[src/rtl/serial_adder_ctrl.sv]
// Bit-serial WIDTH-bit adder driving one full-adder cell, LSB first, with a registered carry between bits.
// Optional signed-overflow flag is enabled by defining OVERFLOW_FLAG_EN.
//
// state   | meaning
// S_IDLE  | waiting for start
// S_SHIFT | one operand bit pair per cycle through the cell (busy)
// S_DONE  | result just written; done pulse; start here chains the next operation
module serial_adder_ctrl #(
   parameter int WIDTH = 8
) (
   input  logic             clk,
   input  logic             rst_n,
   input  logic             start,
   input  logic [WIDTH-1:0] a_in,
   input  logic [WIDTH-1:0] b_in,
   input  logic             cin,
   output logic             busy,
   output logic             done,
   output logic [WIDTH-1:0] sum_out,
   output logic             cout,
   output logic             ovf
);

   localparam int CW = $clog2(WIDTH);

   typedef enum logic [1:0] {
      S_IDLE  = 2'd0,
      S_SHIFT = 2'd1,
      S_DONE  = 2'd2
   } state_t;

   state_t           state;
   state_t           state_nx;
   logic [WIDTH-1:0] a_sh;
   logic [WIDTH-1:0] b_sh;
   logic [WIDTH-1:0] sum_sh;
   logic [WIDTH-1:0] sum_nx;
   logic             c_reg;
   logic [CW-1:0]    cnt;
   logic             cell_sum;
   logic             cell_cout;
   logic             accept;
   logic             last_bit;

   // Full-adder cell fed from the shift register LSBs and the carry register.
   assign cell_sum  = a_sh[0] ^ b_sh[0] ^ c_reg;
   assign cell_cout = (a_sh[0] & b_sh[0]) | (a_sh[0] & c_reg) | (b_sh[0] & c_reg);

   assign accept   = start && ((state == S_IDLE) || (state == S_DONE));
   assign last_bit = (state == S_SHIFT) && (cnt == CW'(WIDTH - 1));
   assign sum_nx   = {cell_sum, sum_sh[WIDTH-1:1]};

   always_ff @(posedge clk) begin
      if (!rst_n) state <= S_IDLE;
      else        state <= state_nx;
   end

   always_comb begin
      state_nx = state;
      case (state)
         S_IDLE:  if (start) state_nx = S_SHIFT;
         S_SHIFT: if (last_bit) state_nx = S_DONE;
         S_DONE:  state_nx = start ? S_SHIFT : S_IDLE;
         default: state_nx = S_IDLE;
      endcase
   end

   always_comb begin
      busy = 1'b0;
      done = 1'b0;
      case (state)
         S_SHIFT: busy = 1'b1;
         S_DONE:  done = 1'b1;
         default: ;
      endcase
   end

   always_ff @(posedge clk) begin
      if (!rst_n) begin
         a_sh    <= '0;
         b_sh    <= '0;
         sum_sh  <= '0;
         c_reg   <= 1'b0;
         cnt     <= '0;
         sum_out <= '0;
         cout    <= 1'b0;
      end else if (accept) begin
         a_sh   <= a_in;
         b_sh   <= b_in;
         c_reg  <= cin;
         cnt    <= '0;
         sum_sh <= '0;
      end else if (state == S_SHIFT) begin
         a_sh   <= a_sh >> 1;
         b_sh   <= b_sh >> 1;
         sum_sh <= sum_nx;
         c_reg  <= cell_cout;
         cnt    <= cnt + 1'b1;
         if (last_bit) begin
            sum_out <= sum_nx;
            cout    <= cell_cout;
         end
      end
   end

`ifdef OVERFLOW_FLAG_EN
   // On the last bit c_reg is the carry into the MSB.
   always_ff @(posedge clk) begin
      if (!rst_n)        ovf <= 1'b0;
      else if (last_bit) ovf <= c_reg ^ cell_cout;
   end
`else
   assign ovf = 1'b0;
`endif

endmodule
[config.mk]
export PLATFORM = sky130hd
export DESIGN_NAME = serial_adder_ctrl
export DESIGN_NICKNAME = d
export VERILOG_FILES = /design/src/rtl/serial_adder_ctrl.sv
export SDC_FILE = /design/constraint.sdc
export NUM_CORES = 1
export LEC_CHECK = 0
export BUFFER_PORTS_ARGS = -buffer_cell sky130_fd_sc_hd__buf_2
export CORE_MARGIN = 2
export CORE_UTILIZATION = 45
export DETAILED_ROUTE_END_ITERATION = 16
export PLACE_DENSITY = 0.68
export SETUP_SLACK_MARGIN = 0.02
export SYNTH_ARGS = -nofsm -noshare
export SYNTH_HDL_FRONTEND = slang
export SYNTH_SLANG_ARGS = --single-unit
[constraint.sdc]
create_clock -name clk -period 1.7 [get_ports clk]
set_input_delay 0.085 -clock clk [delete_from_list [all_inputs] [get_ports clk]]
set_output_delay 0.085 -clock clk [all_outputs]
set_load 0.02 [all_outputs]
==> impl.org <==
** Drt
- The routed design has 3006 um of wire.
- Wire length per cell :: 11.83 um
- The count of nets left with antenna violations once routing finished came out at 0.
- Count of unresolved DRC violations after routing :: 0
- Detailed routing inserted a total of 1332 vias.
- Drt initial violations :: 50
- After detailed routing, the number of vias per cell comes to 5.244.
- First-pass iteration count of the detailed router :: 4

** Pwr
- In this run the power density over the cells is 1066 nW/um2.
- Leak Pwr :: 0.7185 nW
- Peak supply drop :: 610.7 uV

** Timing
- Fin. Hold Viols :: 0
- Clock skew after layout :: 0.01260 ns
- Clock period minus final worst setup slack :: 1.492 ns
- Timing would allow up to 670.4 MHz.
- Setup repair after global routing missed its margin :: false
- Period utilisation layout :: around 88%
- Accumulated negative setup slack :: 0 ns
- Setup violations remaining at the end of the flow were counted as 0.
- The number of max-slew violations in the final report is 0.

** Finish
- Total inserted antenna cells :: 0
- Fill cell count :: 338
- Combined flip-flop and latch cell area :: 760.7 um2
- Layout cells sized above 1 :: 21.63%
- For this run, the post-layout net count is 230.
- Non-Filler Cell Area, Final :: 1821 um2
- From synthesis to final layout, the design area changed by 17.06%.
- Summing all multi-input logic gate instances after layout gives 684.4 um2.
- The largest registers in the layout are a_sh x8, b_sh x8, sum_out x8.

** Floorplanning
- Y dimension of the die :: 62.79 um
- For this design the top-level I/O count stands at 32.
- Die Footprint :: 3943 um2
- Number of placement rows :: 21
- Floorplan core area :: between 3000 and 4000 um2
- Chip Width :: ~63 um
- For this configuration, the core starts out at a cell density of 46.61%.

** GRT
- Gr usage total :: 17.01%
- Via count of the first global-routing pass :: 1250
- Initial antenna violation count :: 0
- Entering global routing, the biggest net connects 37 pins.
- Summed over all layers, the global routing overflow is 0.
- The first global-routing pass estimated 5375 um of wire.

** Clock network
- The longest clock path from root to sink contains 2 buffers.
- Clk pin slew, worst setup/hold paths :: between 0.1 and 0.15 ns
- The H-tree generated during clock tree synthesis spans 2 levels.
- In this run the clock root is driven by a clkbuf_4.
- TritonCTS built the clock tree.
- The clock net in this run drives a total of 38 sinks.
- Post-CTS timing repair inserted 0 buffers for setup.
- Clock latency at the later pin of the worst-skew pair :: between 0.3 and 0.4 ns
- Clock buffers created by TritonCTS :: 5

** Synthesis
- Simple logic cell fraction of the synthesized area :: 21.64%
- Synth area leader :: dfxtp_1
- Average footprint of a synthesized cell :: 8.737 um2
- Distinct cell type count of the synthesized netlist :: 27
- The portion of synthesized area spent on multiplexers is 0%.
- By count the netlist is led by nand2_1 (40), dfxtp_1 (38), nand3_1 (13), a21oi_1 (10), nor2_1 (9).
- After synthesis, the share of flip-flops with an asynchronous set or reset is 0%.
- After synthesis, the cell types taking the most area are dfxtp_1 (49%), nand2_1 (9.7%), o221ai_1 (4.5%).
- In the synthesized netlist, the number of instances is 178.
- Portion of the post-synthesis area used by sequential elements :: between 40% and 50%
- Area share of the largest cell type after synthesis :: approximately 49%
- Synthesis-stage register bit count :: 38
- Synthesized net count :: 201
- Synth Area in XOR/XNOR :: 0.5632%
- Yosys printed 0 warnings.
- Number of enable-type register cells in the synthesized netlist :: 0
- Summing the areas of all compound-gate instances in the mapped netlist gives 18.66% of the synthesized area.
- The cell area that synthesis handed to floorplanning was 1555 um2.
- Most used flip-flop cell after synthesis :: dfxtp_1
- Among all cell types in the netlist, the one instantiated most often is nand2_1.
- Main combinational cell family by area after synthesis :: simple AND/OR/NAND/NOR gates
- The synthesized netlist devotes 2.896% of its cell area to adder and majority cells.

** Hold path
- Number of instances on the worst hold path :: 3
- The startpoint identified for the worst hold timing path is a_in[7].
- Worst Hold Class :: input port to flop
- The worst hold path terminates at a_sh[7].

** Placed design
- Detailed placer's ending HPWL :: slightly above 2000 um
- At the end of routability-driven placement, the weighted congestion stood at 0.7028.
- Number of buffers inserted by port buffering :: 30
- Area post-placement :: 1699 um2

** Run status
- The flow ran to the end, and the final reports show no timing, DRC or antenna violations.

** Setup path
- For the worst setup path, the data required time is approximately 1.6 ns.
- Crit path capture type :: output port
- In this run the register-to-register setup slack is 0.28 ns.
- Endpoint of the most critical register-to-register path :: sum_out[5]
- Critical path launch point type :: flop
- By startpoint and endpoint, the worst setup path is classified as flop to output port.
- At the worst endpoint, the arrival time is 1.41 ns.
- The number of cells on the worst reg-to-reg path is 5.
- Critical R2R Launch :: cnt[0]
- Top fanout value on the critical path :: 36

** Run
- Max-cap violation count :: 0
-- worst max-delay path, stage by stage, from the launching register on --
cell	delay (ns)
dfxtp_1	0.40
nand2b_1	0.19
inv_6	0.27
buf_2	0.22
-- metrics by stage --
| step | utilization, % | worst slack, ns | cells | total power [mW] | hold slack (ns) |
|---|---|---|---|---|---|
| 6_report | 54.56 | 0.2083 | 254 | 1.941 | 0.02075 |
| 5_1_grt | 54.56 | 0.04438 | 254 | 2.043 | 0.03100 |
| 4_1_cts | 54.56 | 0.1900 | 254 | 1.962 | 0.008268 |
| 3_5_place_dp | 50.92 | 0.2658 | 245 | 1.170 | 0.3350 |
| 3_3_place_gp | 50.92 | 0.3711 | 245 | 1.162 | 0.3302 |
| 2_1_floorplan | - | 0.5103 | 178 | 1.129 | 0.2164 |
-- placed cells by master, fill, tap and decap left out, types with 2 or more instances in the layout --
cell	count
nor3_1	8
a21boi_1	6
buf_2	30
nand3_1	13
clkbuf_4	5
buf_4	5
a21boi_0	7
nor2_1	9
nand2_1	40
a22oi_1	3
a21oi_1	10
a31oi_1	4
o221ai_1	8
bufinv_16	2
o21ai_0	5
dfxtp_1	38
ha_1	2
nor2b_1	2
-- how the worst max path moves through the flow --
| stage | startpoint | endpoint | slack (ns) |
|---|---|---|---|
| 6_report | state[0] | busy | 0.21 |
| 5_1_grt | state[0] | busy | 0.04 |
| 4_1_cts | state[0] | busy | 0.19 |
| 3_5_place_dp | cnt[0] | sum_out[5] | 0.27 |
| 3_3_place_gp | cnt[0] | sum_out[5] | 0.37 |
| 2_1_floorplan | cnt[0] | sum_out[3] | 0.51 |
-- power by group --
part	switching, mW	internal, mW	leakage (nW)
logic	0.115	0.0792	0.350
clock network	0.292	0.498	0.0585
registers	0.0245	0.932	0.310
total	0.431	1.51	0.719
-- kinds of logic (layout without fill, tap and decap cells) --
logic type	after synthesis	after routing
compound gates	43	43
xor+xnor	1	1
fa+ha+maj	3	3
buf+inv	15	45
flops	38	38
other cells	1	1
simple gates	77	77
-- repair_timing --
| action | in CTS | in global routing |
|---|---|---|
| hold buffers | 1 | 0 |
| endpoints found under the hold margin | 1 | 0 |
| gates resized for setup | 0 | 0 |
-- final cells by class --
cell class / instances / area share [%]
clock buffers: 6 / 2.818
inverters: 1 / 0.4811
well taps: 46 / 3.162
flip-flops and latches: 38 / 41.79
repair buffers: 36 / 10.86
multi-input cells: 125 / 37.59
clock inverters: 2 / 3.299
-- routing by layer --
metal | part of all wire [%] | vias to the layer above | GRT usage (%)
met2 | 50 | 32 | 29.84
met3 | 4.7 | 5 | 4.324
met4 | 1.3 | 0 | 6.667
li1 | - | 675 | -
met5 | 0 | - | 0
met1 | 44 | 620 | 19.80
(Power assumes the default switching activity.)
